`src/rtl/sram_ctrl.sv`:
```
// Two-port controller for an asynchronous 64K x 32 SRAM with registered strobes.
// Define SRAM_CTRL_ROUND_ROBIN_EN for round-robin arbitration (default: port B priority).
module sram_ctrl #(
  parameter int RD_CYCLES = 2,
  parameter int WE_CYCLES = 1
) (
  input  logic        CLK,
  input  logic        N_RST,
  input  logic        A_REQ,
  input  logic [15:0] A_ADDR,
  output logic        A_ACK,
  input  logic        B_REQ,
  input  logic        B_WE,
  input  logic [15:0] B_ADDR,
  input  logic [31:0] B_WDATA,
  output logic        B_ACK,
  output logic [31:0] RDATA,
  output logic        BUSY,
  output logic [15:0] SRAM_ADDR,
  output logic [31:0] SRAM_WDATA,
  output logic        SRAM_N_OE,
  output logic        SRAM_N_WE,
  input  logic [31:0] SRAM_RDATA
);

  localparam int MAXC = (RD_CYCLES > WE_CYCLES) ? RD_CYCLES : WE_CYCLES;
  localparam int CW   = (MAXC > 1) ? $clog2(MAXC) : 1;

  typedef enum logic [2:0] {
    IDLE,
    RD,
    WR_SETUP,
    WR_STROBE,
    WR_HOLD
  } state_t;

  state_t        state_q, state_d;
  logic [CW-1:0] cnt_q, cnt_d;
  logic          sel_b_q, sel_b_d;
  logic          a_ack_q, a_ack_d;
  logic          b_ack_q, b_ack_d;
  logic          busy_q, busy_d;
  logic          n_oe_q, n_oe_d;
  logic          n_we_q, n_we_d;
  logic [15:0]   addr_q, addr_d;
  logic [31:0]   wdata_q, wdata_d;
  logic [31:0]   rdata_q, rdata_d;

  logic elig_a, elig_b, pick_b, grant;

`ifdef SRAM_CTRL_ROUND_ROBIN_EN
  // 1 = port B was granted last
  logic ptr_q, ptr_d;
`endif

  // A port whose ACK is high this cycle is not re-sampled
  always_comb begin
    elig_a = A_REQ && !a_ack_q;
    elig_b = B_REQ && !b_ack_q;
    grant  = elig_a || elig_b;
`ifdef SRAM_CTRL_ROUND_ROBIN_EN
    pick_b = elig_b && (!elig_a || !ptr_q);
`else
    pick_b = elig_b;
`endif
  end

  always_comb begin
    state_d = state_q;
    cnt_d   = cnt_q;
    sel_b_d = sel_b_q;
    a_ack_d = 1'b0;
    b_ack_d = 1'b0;
    n_oe_d  = n_oe_q;
    n_we_d  = n_we_q;
    addr_d  = addr_q;
    wdata_d = wdata_q;
    rdata_d = rdata_q;
`ifdef SRAM_CTRL_ROUND_ROBIN_EN
    ptr_d   = ptr_q;
`endif
    unique case (state_q)
      IDLE: begin
        if (grant) begin
          sel_b_d = pick_b;
          addr_d  = pick_b ? B_ADDR : A_ADDR;
`ifdef SRAM_CTRL_ROUND_ROBIN_EN
          ptr_d   = pick_b;
`endif
          if (pick_b && B_WE) begin
            wdata_d = B_WDATA;
            state_d = WR_SETUP;
          end else begin
            n_oe_d  = 1'b0;
            cnt_d   = CW'(RD_CYCLES - 1);
            state_d = RD;
          end
        end
      end
      RD: begin
        if (cnt_q != '0) begin
          cnt_d = cnt_q - CW'(1);
        end else begin
          rdata_d = SRAM_RDATA;
          n_oe_d  = 1'b1;
          a_ack_d = !sel_b_q;
          b_ack_d = sel_b_q;
          state_d = IDLE;
        end
      end
      WR_SETUP: begin
        n_we_d  = 1'b0;
        cnt_d   = CW'(WE_CYCLES - 1);
        state_d = WR_STROBE;
      end
      WR_STROBE: begin
        if (cnt_q != '0) begin
          cnt_d = cnt_q - CW'(1);
        end else begin
          n_we_d  = 1'b1;
          state_d = WR_HOLD;
        end
      end
      WR_HOLD: begin
        a_ack_d = !sel_b_q;
        b_ack_d = sel_b_q;
        state_d = IDLE;
      end
      default: state_d = IDLE;
    endcase
    busy_d = (state_d != IDLE);
  end

  always_ff @(posedge CLK) begin
    if (!N_RST) begin
      state_q <= IDLE;
      cnt_q   <= '0;
      sel_b_q <= 1'b0;
      a_ack_q <= 1'b0;
      b_ack_q <= 1'b0;
      busy_q  <= 1'b0;
      n_oe_q  <= 1'b1;
      n_we_q  <= 1'b1;
      addr_q  <= '0;
      wdata_q <= '0;
      rdata_q <= '0;
`ifdef SRAM_CTRL_ROUND_ROBIN_EN
      ptr_q   <= 1'b0;
`endif
    end else begin
      state_q <= state_d;
      cnt_q   <= cnt_d;
      sel_b_q <= sel_b_d;
      a_ack_q <= a_ack_d;
      b_ack_q <= b_ack_d;
      busy_q  <= busy_d;
      n_oe_q  <= n_oe_d;
      n_we_q  <= n_we_d;
      addr_q  <= addr_d;
      wdata_q <= wdata_d;
      rdata_q <= rdata_d;
`ifdef SRAM_CTRL_ROUND_ROBIN_EN
      ptr_q   <= ptr_d;
`endif
    end
  end

  assign A_ACK      = a_ack_q;
  assign B_ACK      = b_ack_q;
  assign RDATA      = rdata_q;
  assign BUSY       = busy_q;
  assign SRAM_ADDR  = addr_q;
  assign SRAM_WDATA = wdata_q;
  assign SRAM_N_OE  = n_oe_q;
  assign SRAM_N_WE  = n_we_q;

endmodule
```
`config.mk`:
```
export PLATFORM = sky130hd
export DESIGN_NAME = sram_ctrl
export DESIGN_NICKNAME = d
export VERILOG_FILES = /design/src/rtl/sram_ctrl.sv
export SDC_FILE = /design/constraint.sdc
export NUM_CORES = 1
export LEC_CHECK = 0
export BUFFER_PORTS_ARGS = -buffer_cell sky130_fd_sc_hd__buf_2
export CORE_UTILIZATION = 49
export CTS_BUF_LIST = sky130_fd_sc_hd__clkbuf_8
export CTS_CLUSTER_SIZE = 12
export DETAILED_ROUTE_END_ITERATION = 10
export PLACE_DENSITY = 0.84
export SLEW_MARGIN = 20
export SYNTH_ARGS = -nofsm -noshare
export SYNTH_HDL_FRONTEND = slang
export SYNTH_SLANG_ARGS = --single-unit
```
`constraint.sdc`:
```
create_clock -name CLK -period 4.25 [get_ports CLK]
set_clock_uncertainty 0.1 [all_clocks]
set_input_delay 0.2125 -clock CLK [delete_from_list [all_inputs] [get_ports CLK]]
set_output_delay 0.2125 -clock CLK [all_outputs]
set_load 0.01 [all_outputs]
```
* Yosys cells after proc, flatten, opt, wreduce, memory -nomap -nowiden
Cells that the tools add are included.
** Storage, ports and cells
- Register bits :: 90
** Operators by class
- Bitwise logic cells :: 1
- Multiplexer cells :: 19
- $add $sub $neg :: 1
- Eq/ne operators :: 8
- Reduce and logical (&&, ||, !) cells :: 19
** Operator list (number)
- 16-bit 2-to-1 mux :: 1
- 3-bit one-hot mux with 4 select lines :: 1
- 3-bit 2-to-1 mux :: 3
- 1-bit 2-to-1 mux :: 8
- 2-bit != test (second input constant) :: 4
- 1-bit one-hot mux with 2 select lines :: 4
- 3-bit by 2-bit == test with 1-bit output (second input constant) :: 2
- 2-bit AND reduction :: 3
- 3-bit AND reduction :: 2
- 3-bit nonzero test :: 2
- 4-bit AND reduction :: 1
- 2-bit nonzero test :: 2
- 3-bit by 1-bit == test with 1-bit output (second input constant) :: 1
- 3-bit == test (second input constant) :: 1
- 1-bit logical AND :: 3
- 1-bit zero test :: 3
- 3-bit zero test :: 1
- 1-bit one-hot mux with 3 select lines :: 1
- 2-bit 2-to-1 mux :: 1
- 2-bit OR reduction :: 1
- 1-bit logical OR :: 1
- 1-bit NOT :: 1
- 1-bit subtractor (second input constant) :: 1

* Logic depth before layout (Yosys ltp)
Gate-level depths: netlist of the first run.
- Word-level depth :: 7
- Gate-level depth with buffers :: 7

* Worst setup path after synthesis of the first run
Ideal clock, no wire load.
- Path type :: reg2reg
- Start :: reg state_q[1]
- End :: reg wdata_q[3], in the netlist SRAM_WDATA[3]
- Stages on the path, launching flop included :: 8
- Library setup time :: 140 ps
- Slack :: 2611 ps
- Arrival time :: 1400 ps
- Period minus slack after synthesis :: 1639 ps
- Cells stage by stage :: dfxtp_1 -> buf_6 -> or3_4 -> or2_1 -> buf_2 -> buf_6 -> nand2_1 -> a21oi_1
** On the way
- Word-level cells in the longest chain between the ends :: 2
** Ends and longest elaborated chain
- start: declaration :: line 37 : state_t state_q, state_d;
- start signal: assignment :: line 151 : state_q <= state_d;
- 3-bit zero test :: line 82 : unique case (state_q)
- 3-bit AND reduction (no source line)
- end signal: assignment :: line 160 : wdata_q <= wdata_d;
- end: declaration :: line 46 : logic [31:0] wdata_q, wdata_d;
Every way passes these cells.
A chain may end at the register's enable or synchronous reset.

* Worst setup path in the final report of the first run
- Start :: reg state_q[1]
- End :: reg n_oe_q, in the netlist SRAM_N_OE
** On the way
- Word-level cells in the longest chain between the ends :: 3
- Elaborated cells between the ends (all ways) :: 8
- Those cells by class :: 4 x eq/ne; 1 x mux; 3 x reduce/logical
** Ends and longest elaborated chain
- 3-bit by 1-bit == test with 1-bit output / 3-bit zero test (equally long branches) :: line 82
- 2-bit != test (no source line) / 2-bit nonzero test (equally long branches)
- 4-bit AND reduction (no source line)
- end signal: assignment :: line 157 : n_oe_q <= n_oe_d;
- end: declaration :: line 43 : logic n_oe_q, n_oe_d;
Parallel ways exist; a longest one is shown, timed or not.

==> metrics.txt, run 1 <==
Reg power frac 50.4%; H-Tree Level Count 3; Vert. Die Dim around 86 um; mapped cell area 3420 um2; DR vias 3,525; Antenna Cells 0; peak supply drop 188 uV; switching share of power 30.3%; Yosys top cell area share 52.7%; max_cap viols 0; Yosys warning count 0; Clk Latency, worst-skew pair 340 ps; worst rel slew slack 26.0%; post-synthesis register bit count 90; post-route minimum period between 2000 and 2500 ps; Synth Area in Adders 0%; largest family of logic cells by synthesized area simple AND/OR/NAND/NOR gates; CTS sink cnt 90; CTS max path bufs 2; Post-Syn Nets 497; non-filler cells, final 701; synth unique cells 30; CP cell instances or3_4 -> a21oi_4 -> nand2_1 -> a211o_1; Worst-path clk slew 80 ps; Synth Area in XOR/XNOR 0%; cell taking the most area after synthesis dfxtp_1; routed vias/inst 5.03; Leakage about 0.0023 uW; Total Routed Length between 9000 and 10,000 um; NumNets Final 717; crit end category register; Area Growth Syn to Fin 45.9%; WP data required 4370 ps; worst path bufs/invs 0; Post-synth EDFFs 0; WP data arrival 2450 ps; cell family with the largest share of critical-path delay compound AO/OA/AOI/OAI gates; Final HPWL DP 5830 um; initial antenna violation count 0; Syn Area/Cell 8.64 um2; starting density of the core 50.6%; Initial DRC Count between 100 and 150; Fmax 0.431 GHz; worst hold-check path type in2reg; Pins Over Slew Limit 0; worst-margin pin slew 1110 ps; clock power share 25.6%; status completed; antenna viol nets, final 0; Power Dens Cells 383 nW/um2; internal power 1330 uW; Synth Area in Compound Gates 17.2%; layout cell share with drive strength beyond 1 a little over a third; Net Sw Power 580 uW; mux contribution to synthesized area 4.97%; I/O pin cnt ~190; crit path launch type register; Final Hold Vio Count 0; Setup CP Type reg2reg; Fin Hold WS about 16 ps; Die Width 85.6 um; simple-gate share of the synthesized area approximately a fifth; die area 7320 um2; Synth area leaders dfxtp_1 (53%), nand2_1 (14%), a21oi_1 (9.7%), mux2i_1 (5.0%), a211oi_2 (4.8%); Inst Count DP 634; global route total overflow 0; Comb pwr share between 20% and 30%; Setup TNS 0 ps; slowest cell on the critical path a21oi_4; CTS Buf Count 9; vias in the first global route between 3k and 4k; Max FO, Critical Path 34; # DRC 0; Final Setup Violations 0; critical path's largest stage delay 760 ps; DR pass1 iterations 4; drt wl/cell ~14 um; sequential area share after synthesis 52.7%; first-pass GRT wire length approximately 15,000 um; Total GRT Usage 26.5%; # port buffers about 190; RSZ-0062 raised after global routing false; GP Congestion 0.812; period utilization 54.6%; # rows 30; Top FF cell, synth dfxtp_1; CTS root buffer clkbuf_8; Core ar. 6760 um2; Post-Syn Instances 396; CTS tree built; Async SR Flop Fraction 0%; largest net degree at the start of global routing 48
-- cell families after synthesis --
| family | count (synthesis) |
|---|---|
| AOI/OAI and AO/OA | 91 |
| buffers and inverters | 30 |
| DFF | 90 |
| muxes | 17 |
| and+or+nand+nor | 168 |
-- path summary, 6_finish.rpt --
| path | start | endpoint | slack [ps] | cells after the start |
|---|---|---|---|---|
| setup / recovery | state_q[1] | SRAM_N_OE | 1930 | 4 |
| hold / removal | B_WDATA[27] | SRAM_WDATA[27] | 20 | 3 |
| setup reg to reg | state_q[1] | SRAM_N_OE | 1930 | 4 |
| hold reg to reg | sel_b_q | A_ACK | 350 | 1 |
-- power groups by stage --
stage	Sequential (uW)	Combinational (uW)	Clock (uW)
3_5_place_dp	983	408	0
6_report	965	459	489
3_3_place_gp	979	392	0
4_1_cts	964	445	506
5_1_grt	975	500	539
2_1_floorplan	1020	230	0
-- tightest hold or removal path, stage by stage --
cell	delay (ps)
buf_2	100
nand2_1	50
a21oi_1	50
-- flip-flops by register name (all words and copies together) (netlist names) --
| signal | flops |
|---|---|
| A_ACK | 1 |
| BUSY | 1 |
| B_ACK | 1 |
| RDATA | 32 |
| SRAM_ADDR | 16 |
| SRAM_N_OE | 1 |
| SRAM_N_WE | 1 |
| SRAM_WDATA | 32 |
| cnt_q | 1 |
| sel_b_q | 1 |
| state_q | 3 |
-- through the flow --
step | power [uW] | worst slack, ps | utilization (%) | instance area, um2
after floorplan | 1250 | 2610 | - | 3420
after global placement | 1370 | 2050 | 63.6 | 4300
after detailed placement | 1390 | 1980 | 63.6 | 4300
after CTS | 1910 | 1940 | 73.5 | 4960
after global routing | 2010 | 1770 | 73.9 | 4990
final | 1910 | 1930 | 73.9 | 4990
-- cells in the mapped netlist, types with 2 or more instances --
library cell and number:
clkbuf_1 10, dfxtp_1 90, buf_2 12, a211oi_2 13, mux2i_1 17, nand2_1 132, nand2b_1 5, a211oi_1 4
buf_6 6, a21oi_1 66, o21ai_0 2, nor2_1 21
-- layout make-up --
| cell class | count | area [um2] |
|---|---|---|
| tap | 80 | 100 |
| clock buffer | 9 | 124 |
| inverter | 1 | 3.75 |
| fill | 504 | 1760 |
| sequential | 90 | 1800 |
| multi-input combinational | 276 | 1450 |
| clock inverter | 7 | 40.0 |
| timing repair buffer | 238 | 1470 |
-- layer usage --
| metal | share of wire (%) | GRT usage, % | up-vias |
|---|---|---|---|
| met4 | 2.3 | 11.7 | 0 |
| li1 | - | - | 1746 |
| met5 | 0 | 0 | - |
| met1 | 39 | 28.2 | 1619 |
| met2 | 53 | 50.1 | 139 |
| met3 | 5.7 | 5.58 | 21 |
-- repair_timing --
item / CTS / global route
hold endpoints to repair: 50 / 0
resized for setup: 0 / 0
setup buffers: 0 / 0
hold buffers: 50 / 0
endpoints found under the setup margin: 0 / 0
-- cells in the final DEF (no fill, tap or decap), drive strengths merged, types with 5 or more instances in the layout --
cell / count
dfxtp: 90
nor2: 22
mux2i: 17
nand2: 132
dlygate4sd3: 50
clkbuf: 9
buf: 188
nand2b: 5
a21oi: 68
a211oi: 17
No activity file was read; power rests on OpenSTA's default activity.
==> run 2, diff against run 1 <==
- ABC_AREA: unset -> 1
- CORE_UTILIZATION: 49 -> 42
- PLACE_DENSITY: 0.84 -> 0.76
- clock period: 4.25 -> 1.86 ns (I/O delays scaled with it)
==> run 2 against run 1 <==
Cell area rose by 9.5%. Clock power grew to 2.9 times the previous value. Maximum frequency grew 41%. Global-route usage shrank 1.2 points. Cell count up 18%. Highest routed layer unchanged. Largest cell class is now buffers. Die area increased by 17%. Non-clock buffer count up 39. Register-to-register slack got worse by 1700 ps. Wire length rose by 14%. Worst setup slack got worse by 1700 ps. Sequential power increased by 140%. Core utilization decreased by 3.9 points. Critical endpoint is now SRAM_ADDR[13].
==> metrics.txt, run 2 <==
Worst-path clk slew ~80 ps; worst-margin pin slew 530 ps; clock power share roughly 28%; period utilization 88.3%; Worst Setup Slack, final between 200 and 250 ps; Setup TNS 0 ps; Synth Area in Compound Gates between 10% and 20%; CTS tree built; crit path launch type register; highest metal used met4; critical path's largest stage delay 430 ps; first-pass GRT wire length 17,300 um; WP data arrival 1770 ps; status completed; CTS max path bufs 2; Vert. Die Dim 92.5 um; starting density of the core roughly 44%; crit-path most repeated cell nand2_1; DR pass1 iterations 4; Core ar. ~7800 um2; slowest cell on the critical path clkinv_1; Synth Area in XOR/XNOR 0%; switching share of power between 20% and 30%; Initial DRC Count 169; Setup CP Type reg2reg; CTS Buf Count 9; Pins Over Slew Limit 0; largest net degree at the start of global routing 50; max_cap viols 0; Comb pwr share between 20% and 30%; Power Dens Cells approximately 900 nW/um2; die area approximately 8600 um2; Reg power frac a little under half; met1 WL 4390 um; most common cell after layout, fill and taps aside buf_2; mux contribution to synthesized area 0%; DR vias 4,021; initial antenna violation count 0; post-route minimum period around 1600 ps; mapped cell area 3440 um2; largest family of logic cells by synthesized area simple AND/OR/NAND/NOR gates; hold_sp B_ADDR[0]; register area ~1800 um2; Yosys warning count 0; Post-synth EDFFs 0; worst rel slew slack 64.6%; Critical Path Start B_ACK; CTS-repair resized insts 0; DR WL met2 5520 um; CTS sink cnt 90; # DRC 0; Total Routed Length ~11,000 um; RSZ-0062 raised after global routing false; commonest non-fill, non-tap cells in the layout buf_2 (185), nor2_1 (166), dfxtp_1 (90); worst hold-check path type in2reg; post-synthesis register bit count 90; # port buffers ~190; Synth area leaders dfxtp_1 (52%), nor2_1 (18%), o21ai_0 (9.5%), nand2_1 (6.8%), o21ai_1 (2.6%); Max FO, Critical Path 17; drt wl/cell 13.4 um; GP Congestion 0.860; RR Startpoint B_ACK; Final HPWL DP 6420 um; routed vias/inst ~4.9; synth unique cells 23; Area Growth Syn to Fin 58.9%; Post-Syn Nets between 500 and 600; Die Width 92.5 um; CTS root buffer clkbuf_8; peak supply drop 583 uV; antenna viol nets, final 0; vias in the first global route approximately 4k; NumNets Final between 800 and 900; I/O pin cnt roughly 190; simple-gate share of the synthesized area 28.9%; H-Tree Level Count 3; Post-Syn Instances 461; pre-CTS WS 279 ps; Syn Area/Cell around 7.5 um2; most instantiated cells after synthesis nor2_1 (166), dfxtp_1 (90), o21ai_0 (65); Total GRT Usage between 20 and 30%; most frequent cell after synthesis nor2_1; area of the multi-input gates 1430 um2; Yosys top cell area share between 50% and 60%; sequential area share after synthesis 52.3%; layout cell share with drive strength beyond 1 30.0%; Leakage 0.00287 uW; internal power between 3000 and 4000 uW; Async SR Flop Fraction 0%; cell taking the most area after synthesis dfxtp_1; Clk Latency, worst-skew pair 340 ps; met3 wire length 883 um; WP data required about 2000 ps; Fmax 0.609 GHz; # rows 32; crit end category register; Net Sw Power 1450 uW; CP cell instances inv_1 -> nand2_2 -> clkinv_1 -> nand2_1 -> nand2_1 -> o21ai_0 -> nor2_1; Top FF cell, synth dfxtp_1; Antenna Cells 0; global route total overflow 0; Final Hold Vio Count 0; Synth Area in Adders 0%; Final Setup Violations 0; fillers 602
==> run 2: metal layers <==
layer / global-route usage [%] / up-vias
met5: 0 / -
met2: 45.4 / 189
met4: 13.2 / 0
met3: 5.75 / 34
met1: 27.6 / 1813
li1: - / 1985
==> run 2: layout make-up <==
| cell class | instances | share of cell area, % |
|---|---|---|
| Clock buffer | 10 | 2.52 |
| Clock inverter | 4 | 1.26 |
| Timing Repair Buffer | 277 | 33.8 |
| Sequential cell | 90 | 33.0 |
| Tap cell | 102 | 2.33 |
| Multi-Input combinational cell | 332 | 26.1 |
| Inverter | 14 | 1.05 |
==> run 2: power groups by stage <==
| stage | Combinational [uW] | Clock [uW] | Sequential (uW) |
|---|---|---|---|
| floorplan | 531 | 0 | 2440 |
| global placement | 1040 | 0 | 2330 |
| detailed placement | 1070 | 0 | 2340 |
| CTS | 1210 | 1440 | 2290 |
| global route | 1360 | 1530 | 2330 |
| finish | 1230 | 1400 | 2300 |
==> run 2: worst paths after layout <==
check | to | slack, ps | cells past startpoint
min reg2reg | A_ACK | 320 | 1
min | SRAM_ADDR[0] | 10 | 5
max | SRAM_ADDR[13] | 220 | 7
max reg2reg | SRAM_ADDR[13] | 220 | 7
==> run 2: cell families (layout without fill, tap and decap cells) <==
kind of cell,after synthesis,after routing
and+or+nand+nor,246,246
AOI/OAI and AO/OA,86,86
buffers and inverters,39,305
DFF,90,90
==> run 2: critical path: cells and delay by family (launching register included) <==
kind	cells	cell delay, ps
AOI/OAI and AO/OA	1	150
buffers and inverters	2	500
DFF	1	350
and+or+nand+nor	4	440
==> run 2: repair_timing <==
action,4_1_cts,5_1_grt
hold buffers,87,0
endpoints found under the hold margin,78,0
setup buffers,0,0
==> run 2: through the flow <==
stage	cell area (um2)	power [uW]	utilization [%]	hold slack, ps	std cells
6_report	5470	4930	70.0	10.7	829
5_1_grt	5470	5210	70.0	20.9	829
4_1_cts	5470	4950	70.0	1.03	829
3_5_place_dp	4390	3400	56.2	221	728
3_3_place_gp	4390	3370	56.2	213	728
2_1_floorplan	3440	2980	-	128	461
==> run 3, diff against run 2 <==
- clock period: 1.86 -> 1.32 ns (I/O delays scaled with it)
==> run 3 against run 2 <==
The run now ends with negative setup slack left. Power is 43% higher. Sequential power grew 42%. Worst setup slack got worse by 230 ps. Via count rose by 3.1%. Hold slack gained 130 ps. Critical path type unchanged. Critical endpoint is now SRAM_ADDR[8]. Highest routed layer unchanged.
==> metrics.txt, run 3 (same netlist as run 2, synthesis figures left out) <==
status finished, violations left; violated checks negative setup slack; Critical Path Start state_q[1]; Area Growth Syn to Fin 74.0%; commonest non-fill, non-tap cells in the layout buf_2 (186), nor2_1 (147), dlygate4sd3_1 (97); area of the multi-input gates about 1600 um2; CTS Buf Count 9; fillers between 500 and 600; RSZ-0062 raised after global routing true; Leakage 0.00303 uW; # port buffers 185; most common cell after layout, fill and taps aside buf_2; Worst Setup Slack, final -12.8 ps; antenna viol nets, final 0; Vert. Die Dim 92.5 um; I/O pin cnt around 190; met3 Use GR between 6 and 7%; # DRC 0; Initial DRC Count between 100 and 150; CTS tree built; dpl cell area approximately 4500 um2; vias in the first global route a little over 4k; pre-CTS WS -126 ps; gr busiest metal met2; DR vias 4,145; WP data arrival roughly 1500 ps; Final Hold Vio Count 0; Total Routed Length 12,000 um; CTS max path bufs 2; Core ar. 7810 um2; Final HPWL DP 6360 um; Power Dens Cells 1180 nW/um2; Clk Latency, worst-skew pair around 350 ps; first-pass GRT wire length 18,100 um; Total GRT Usage a little over a quarter; largest net degree at the start of global routing 43; CTS root buffer clkbuf_8; worst rel slew slack 75.2%; initial antenna violation count 0; GP Congestion about 0.78; hold_sp B_WE; drt wl/cell 14.0 um; Worst-path clk slew around 80 ps; Max FO, Critical Path 8; met1 Track Usage GR 27.7%; period utilization 101%; worst-margin pin slew 372 ps; Final Instance Area around 6000 um2; Antenna Cells 0; post-route minimum period ~1300 ps; DR pass1 iterations 4; # rows 32; peak supply drop 682 uV; RR Startpoint state_q[1]; H-Tree Level Count 3; NumNets Final between 800 and 900; layout cell share with drive strength beyond 1 37.7%; Final Setup Violations 2; routed vias/inst 4.83; Fmax around 0.75 GHz; fin util 76.7%; global route total overflow 0; Setup CP Type reg2reg; met2 Usage GRT 49.7%; WP data required 1460 ps; Pins Over Slew Limit 0; register area ~1800 um2; CTS sink cnt 90; die area roughly 8600 um2; max_cap viols 0; crit path launch type register; starting density of the core 44.1%; crit end category register; Die Width 92.5 um; worst hold-check path type in2reg
## run 3: changes by cell type in the layout (fill, tap and decap cells not counted), moves of 3 or more
cell	before	now
buf_12	1	4
buf_4	4	9
dfxtp_1	90	85
dfxtp_2	0	4
dlygate4sd3_1	87	97
inv_2	4	0
inv_4	2	5
nand2_4	1	4
nor2_1	166	147
nor2_2	0	17
o21ai_0	65	23
o21ai_1	18	41
o21ai_2	0	19
## run 3: per-layer routing
metal  share of wire (%)  up-vias  wire length, um
met4                 3.0        0              362
met1                  37     1850             4450
met5                   0        -                0
li1                    -     2048                -
met2                  52      213             6250
met3                 8.1       34              979
## run 3: path summary, 6_finish.rpt
path             endpoint  slack, ps  depth (start not counted)
min reg2reg         A_ACK        360                          1
max          SRAM_ADDR[8]        -10                          7
min            state_q[1]        140                          5
max reg2reg  SRAM_ADDR[8]        -10                          7
## run 3: critical path: stages (launching register included)
cell and delay (ps):
dfxtp_4 370, inv_4 60, nand2_2 70, nor2_4 110, buf_12 150, nand2_4 80
o21ai_0 210, nor2_1 60
## run 3: per-stage QoR
| step | hold WS, ps | instances | power (uW) | setup TNS [ps] |
|---|---|---|---|---|
| 6_report | 144 | 858 | 7070 | -16.0 |
| 5_1_grt | 151 | 858 | 7450 | -2350 |
| 4_1_cts | 37.9 | 852 | 6830 | 0 |
| 3_5_place_dp | 193 | 736 | 4810 | -3330 |
| 3_3_place_gp | 186 | 736 | 4770 | -1760 |
| 2_1_floorplan | 101 | 461 | 4200 | 0 |
## run 3: final cells by class
class                   count  share of cell area [%]
well taps                 102                    2.13
clock inverters             5                   0.501
repair buffers            301                    35.5
repair inverters            1                   0.146
flip-flops and latches     90                    30.2
clock buffers              11                    2.53
multi-input cells         334                    27.4
inverters                  14                    1.59
## run 3: power by group
group | total [uW] | leakage [uW] | internal [uW] | switching (uW)
combinational | 2080 | 0.00219 | 955 | 1120
clock | 1720 | 0.0000965 | 778 | 945
sequential | 3270 | 0.000743 | 3060 | 206
## run 3: timing repair
| item | in CTS | in global routing |
|---|---|---|
| pin swaps | 2 | 21 |
| gates resized for setup | 15 | 106 |
| setup endpoints to repair | 41 | 84 |
| buffers inserted | 2 | 3 |
| gates cloned | 1 | 5 |
| hold endpoints to repair | 83 | 0 |
| hold buffers | 97 | 0 |
